**src/rtl/mips_cpu_bus_pkg.sv**
```systemverilog
// Shared types for the CPU bus arbiter: FSM states, bus owner encoding and
// the full-word byteenable used by instruction fetches.
package mips_cpu_bus_pkg;

   typedef enum logic [1:0] {
      IDLE,
      BUS,
      RDATA
   } arb_state_t;

   typedef enum logic {
      OWN_FETCH,
      OWN_DATA
   } owner_t;

   localparam logic [3:0] BE_WORD = 4'b1111;

endpackage

```
**src/rtl/mips_cpu_bus_arb_pick.sv**
```systemverilog
// Two-way requester picker. A lone request always wins. On a tie, round-robin
// mode hands the bus to the port not served last; fixed mode favours data.
module mips_cpu_bus_arb_pick
   import mips_cpu_bus_pkg::*;
(
   input  logic   fetch_req,
   input  logic   data_req,
   input  owner_t last_owner,
   input  logic   rr_en,
   output logic   grant_any,
   output owner_t winner
);

   // Winner selection; defaults to data so a fixed-priority tie needs no extra term
   always_comb begin
      grant_any = fetch_req | data_req;
      winner    = OWN_DATA;
      if (fetch_req && !data_req) begin
         winner = OWN_FETCH;
      end else if (fetch_req && data_req && rr_en && (last_owner == OWN_DATA)) begin
         winner = OWN_FETCH;
      end
   end

endmodule

```
**src/rtl/mips_cpu_bus_arbiter.sv**
```systemverilog
// mips_cpu_bus_arbiter: shares one Avalon-style memory bus between the
// instruction-fetch port and the load/store port, one transaction in flight.
// Build option: define MIPS_BUS_ARB_RR_EN for round-robin tie-breaking;
// left undefined, the data port wins every tie.
//
// state | meaning
// IDLE  | no transaction; arbitrate eligible requests
// BUS   | strobe on the bus, held until waitrequest is low
// RDATA | read accepted; readdata is captured at the end of this cycle
module mips_cpu_bus_arbiter
   import mips_cpu_bus_pkg::*;
#(
   parameter int ADDR_W = 32
) (
   input  logic              clk,
   input  logic              reset_n,
   input  logic              i_req,
   input  logic [ADDR_W-1:0] i_addr,
   output logic              i_done,
   output logic [31:0]       i_rdata,
   input  logic              d_req,
   input  logic              d_we,
   input  logic [ADDR_W-1:0] d_addr,
   input  logic [3:0]        d_be,
   input  logic [31:0]       d_wdata,
   output logic              d_done,
   output logic [31:0]       d_rdata,
   output logic              avm_read,
   output logic              avm_write,
   output logic [ADDR_W-1:0] avm_address,
   output logic [3:0]        avm_byteenable,
   output logic [31:0]       avm_writedata,
   input  logic              avm_waitrequest,
   input  logic [31:0]       avm_readdata
);

`ifdef MIPS_BUS_ARB_RR_EN
   localparam logic RR_EN = 1'b1;
`else
   localparam logic RR_EN = 1'b0;
`endif

   arb_state_t state;
   owner_t     owner_q;
   owner_t     last_owner;
   logic       we_q;
   logic       fetch_elig;
   logic       data_elig;
   logic       grant_any;
   owner_t     winner;

   // A request seen in its own done cycle is the finished one, not a new one
   assign fetch_elig = i_req & ~i_done;
   assign data_elig  = d_req & ~d_done;

   mips_cpu_bus_arb_pick u_pick (
      .fetch_req  (fetch_elig),
      .data_req   (data_elig),
      .last_owner (last_owner),
      .rr_en      (RR_EN),
      .grant_any  (grant_any),
      .winner     (winner)
   );

   // Transaction FSM with registered bus strobes, done pulses and read data
   always_ff @(posedge clk or negedge reset_n) begin
      if (!reset_n) begin
         state          <= IDLE;
         owner_q        <= OWN_DATA;
         last_owner     <= OWN_DATA;
         we_q           <= 1'b0;
         avm_read       <= 1'b0;
         avm_write      <= 1'b0;
         avm_address    <= '0;
         avm_byteenable <= '0;
         avm_writedata  <= '0;
         i_done         <= 1'b0;
         d_done         <= 1'b0;
         i_rdata        <= '0;
         d_rdata        <= '0;
      end else begin
         i_done <= 1'b0;
         d_done <= 1'b0;
         case (state)
            IDLE: begin
               if (grant_any) begin
                  owner_q    <= winner;
                  last_owner <= winner;
                  state      <= BUS;
                  if (winner == OWN_FETCH) begin
                     we_q           <= 1'b0;
                     avm_read       <= 1'b1;
                     avm_write      <= 1'b0;
                     avm_address    <= i_addr;
                     avm_byteenable <= BE_WORD;
                     avm_writedata  <= '0;
                  end else begin
                     we_q           <= d_we;
                     avm_read       <= ~d_we;
                     avm_write      <= d_we;
                     avm_address    <= d_addr;
                     avm_byteenable <= d_be;
                     avm_writedata  <= d_wdata;
                  end
               end
            end
            BUS: begin
               if (!avm_waitrequest) begin
                  avm_read  <= 1'b0;
                  avm_write <= 1'b0;
                  if (we_q) begin
                     if (owner_q == OWN_FETCH) i_done <= 1'b1;
                     else                      d_done <= 1'b1;
                     state <= IDLE;
                  end else begin
                     state <= RDATA;
                  end
               end
            end
            RDATA: begin
               if (owner_q == OWN_FETCH) begin
                  i_rdata <= avm_readdata;
                  i_done  <= 1'b1;
               end else begin
                  d_rdata <= avm_readdata;
                  d_done  <= 1'b1;
               end
               state <= IDLE;
            end
            default: state <= IDLE;
         endcase
      end
   end

endmodule
```
**config.mk**
```make
export PLATFORM = sky130hd
export DESIGN_NAME = mips_cpu_bus_arbiter
export DESIGN_NICKNAME = d
export VERILOG_FILES = /design/src/rtl/mips_cpu_bus_pkg.sv /design/src/rtl/mips_cpu_bus_arb_pick.sv /design/src/rtl/mips_cpu_bus_arbiter.sv
export SDC_FILE = /design/constraint.sdc
export NUM_CORES = 1
export LEC_CHECK = 0
export CAP_MARGIN = 20
export CORE_MARGIN = 3
export CORE_UTILIZATION = 38
export CTS_CLUSTER_SIZE = 12
export DETAILED_ROUTE_END_ITERATION = 8
export DONT_BUFFER_PORTS = 1
export PLACE_DENSITY = 0.62
export SLEW_MARGIN = 20
export SYNTH_ARGS = -nofsm -noshare
export SYNTH_HDL_FRONTEND = slang
export SYNTH_SLANG_ARGS = --single-unit
```
**constraint.sdc**
```tcl
create_clock -name clk -period 3.7 [get_ports clk]
set_clock_uncertainty 0.05 [all_clocks]
set_input_delay 0.37 -clock clk [delete_from_list [all_inputs] [get_ports clk]]
set_output_delay 0.37 -clock clk [all_outputs]
set_load 0.005 [all_outputs]
```
==> results.txt <==
- The run finished with clean final reports.
* Number of remaining DRC errors: 0
- After floorplanning, the core was sized to cover roughly 14,000 um2.
- Cts bufs inserted: 17
- The library cell used most frequently in the layout, excluding fill and tap cells, is sky130_fd_sc_hd__dfrtp_1.
- Sequential Power Share: 0.495
- TritonCTS built the clock tree.
* Cell Count Post-Placement: around 570
- The final layout contains routed wiring with a total length of between 10 and 15 mm.
* Startpoint of the tightest hold check path: avm_readdata[6]
* Final Total Pwr: between 5 and 6 mW
- Measured along the x axis, the die boundary spans 128 um.
* Number of search-and-repair iterations in the first detailed-routing pass: 4
* Setup-failing EPs final: 0
* Max-cap check violation count: 0
- During I/O placement, the number of pins put on the boundary was 274.
* Number of fill cells: approximately 1,300
* Count of different cell masters after synthesis: 29
- Layout cell share with drive strength beyond 1: 0.240
- Nets in the synthesized netlist: between 500 and 600
- Register-to-Register Path Depth: 6
* Clock root buffer master: sky130_fd_sc_hd__clkbuf_16
- Startpoint of the worst register-to-register path: state[0]
* FMAX: 474 MHz
- Mean instance size in the synthesized netlist: 13.7 um2
- In the final routed layout, each cell accounts on average for around 21 um.
* Worst min path class: in2reg
- Of the total power, the clock network draws 0.258.
- Period Utilization, post-route: 0.570
- Static Leak: around 2.7 nW
- Tot GR Track Use: 0.158
- The total overflow left after global routing is 0.
- In this run the tightest slew margin relative to its limit is 0.516.
- In the synthesized netlist, the number of instances is approximately 410.
- At the end of routability-driven placement, the weighted congestion stood at ~0.76.
* Number of nets still failing antenna checks after routing: 0
* Type of origin of the critical path: flop
- Minimum setup slack among reg-to-reg paths: 1.59 ns
- Layout Nets: between 500 and 600
- The die is about 130 um tall.
* Register area share after synthesis: 0.621
* Synthesis-to-layout area growth: 12.2%
* Hold violation total from the final report: 0
- Entering global routing, the biggest net connects 141 pins.
- The worst register-to-register path ends at avm_byteenable[3].
- Initial standard-cell utilization of the core: 0.397
- For the worst setup path, the data required time is approximately 3.9 ns.
* Die area: 16,400 um2
- The clock drives 140 sinks.
* Fin Setup TNS: 0 ns
* Commonest non-fill, non-tap cells in the layout: 139 x sky130_fd_sc_hd__dfrtp_1, 62 x sky130_fd_sc_hd__mux2_2, 41 x sky130_fd_sc_hd__nand2_1
- Antenna violations before repair: 0
- Power Dens Cells: about 930 nW/um2
* Data arrival time of the worst path: 2.32 ns
- Combinational cell fraction of total power: 0.248
* Worst Setup Path Type: reg2reg
- Peak supply drop: roughly 350 uV
* Buffers added on ports: 0
* Count of standard-cell rows: 43
* Detailed placer's ending HPWL: approximately 9 mm
* Drt first-iter violations: 172
- First-pass GRT wire length: around 20 mm
- Final number of max-transition violations: 0
- Via count of the first global-routing pass: between 3,000 and 4,000
- Along the worst hold path, the cell count comes to 1.
- The clock passes through at most 2 buffers.
- The worst setup path is captured at a flop.
- Worst Max-Slew Pin Slew: 0.726 ns
* Switching power total: roughly 1.9 mW
* Maximum level of the CTS H-tree: 4
* Number of inserted diodes: 0
- Total of cells resized after clock tree synthesis: 0
* Source-to-sink clock delay at the later pin of the worst-skew pair: 0.40 ns
- The path with the worst hold slack has its endpoint at i_rdata[6].
- Via total after detailed routing: approximately 3,300
- Setup repair after global routing left no endpoint under its margin.
* Warnings, synthesis: 0
- Dividing the detail-routed via count by the number of cells gives approximately 5.5.
* Internal portion of total power: approximately 4 mW
- Of the total power, the share spent switching nets is 0.328.
- Flip-flop and latch count after synthesis: 140
- The count of cells in the finished layout, fillers not included, comes to approximately 600.
- After clock tree synthesis, the setup repair step added 0 buffers.
* Minimum clock period: 2.11 ns
- Clock-pin slew was measured on the worst setup and hold paths at ~0.050 ns.
- In this run the worst path has a maximum fanout of between 50 and 60.
- The cell area that synthesis handed to floorplanning was approximately 5600 um2.
-- critical path, stage by stage, from the launching register on --
cell and delay [ns]:
sky130_fd_sc_hd__dfrtp_1 0.37, sky130_fd_sc_hd__inv_1 0.09, sky130_fd_sc_hd__ha_1 0.20, sky130_fd_sc_hd__buf_4 0.26, sky130_fd_sc_hd__o21ai_4 0.25, sky130_fd_sc_hd__buf_4 0.53
sky130_fd_sc_hd__o21ai_0 0.18
-- power by group through the flow --
stage          logic [mW]  clock network, mW  registers, mW
2_1_floorplan        1.25                  0           2.71
3_3_place_gp         1.35                  0           2.95
3_5_place_dp         1.42                  0           2.96
4_1_cts              1.46               1.57           2.94
5_1_grt              1.66               1.64           3.00
6_report             1.46               1.52           2.91
-- cells in the mapped netlist (all sizes together) --
cell type | count | share of area
nor2 | 8 | 0.0082
nand2b | 2 | 0.0022
nor3b | 1 | 0.0013
inv | 5 | 0.0033
clkbuf | 14 | 0.0093
o31a | 1 | 0.0018
dfrtp | 139 | 0.62
ha | 5 | 0.011
mux2 | 65 | 0.13
a32o | 33 | 0.059
dfstp | 1 | 0.0047
mux2i | 32 | 0.057
a41oi | 1 | 0.0016
o21ai | 42 | 0.039
a21oi | 2 | 0.0018
o22ai | 1 | 0.0011
nand2 | 41 | 0.027
nand3 | 1 | 0.00089
nor2b | 3 | 0.0047
buf | 15 | 0.021
-- registers in the layout, indices dropped and copies added, names as in the netlist --
signal and flops:
avm_writedata 32, we_q 1, avm_byteenable 4, i_done 1
avm_address 32, avm_read 1, d_done 1, state 2
i_rdata 32, owner_q 1, d_rdata 32, avm_write 1
-- what timing repair did --
| item | CTS | global route |
|---|---|---|
| setup endpoints to repair | 0 | 0 |
| hold buffers | 2 | 0 |
| endpoints found under the hold margin | 140 | 0 |
-- cell families (layout without fill, tap and decap cells) --
logic type      Yosys count  count (layout)  synth area share
buf+inv                  34              43            0.0339
fa+ha+maj                 5               5            0.0111
compound gates           80              80             0.103
flops                   140             140             0.621
simple gates             56              56            0.0445
mux                      97              97             0.186
-- per-stage QoR --
step / cell area [um2] / util / setup slack [ns] / hold slack [ns]
CTS: 6310 / 0.444 / 1.28 / 0.0289
global placement: 5740 / 0.404 / 1.33 / 0.0275
global route: 6330 / 0.446 / 1.36 / 0.0275
finish: 6330 / 0.446 / 1.59 / 0.0498
detailed placement: 5740 / 0.404 / 1.26 / 0.0273
floorplan: 5650 / - / 1.93 / 0.0244
-- layer usage --
metal	track usage	part of all wire	vias up
met5	0	0	-
met4	0.0662	0.020	0
li1	-	-	1479
met3	0.0642	0.091	21
met1	0.170	0.35	1672
met2	0.274	0.54	156
-- worst max path at each step --
stage / cells after the start / to / from / slack (ns)
global placement: 4 / avm_byteenable[3] / i_req / 1.33
CTS: 6 / avm_byteenable[3] / state[0] / 1.28
global route: 6 / avm_byteenable[3] / state[0] / 1.36
detailed placement: 4 / avm_byteenable[3] / i_req / 1.26
floorplan: 7 / avm_read / state[0] / 1.93
finish: 6 / avm_byteenable[3] / state[0] / 1.59
-- layout make-up --
type,count,area (um2),share of cell area
sequential,140,3500,0.553
multi-input combinational,238,1960,0.309
clock buffer,23,458,0.0723
tap,180,225,0.0356
timing repair buffer,8,103,0.0162
clock inverter,7,68.8,0.0109
inverter,5,18.8,0.00296
Power figures use the tool's default switching activity.
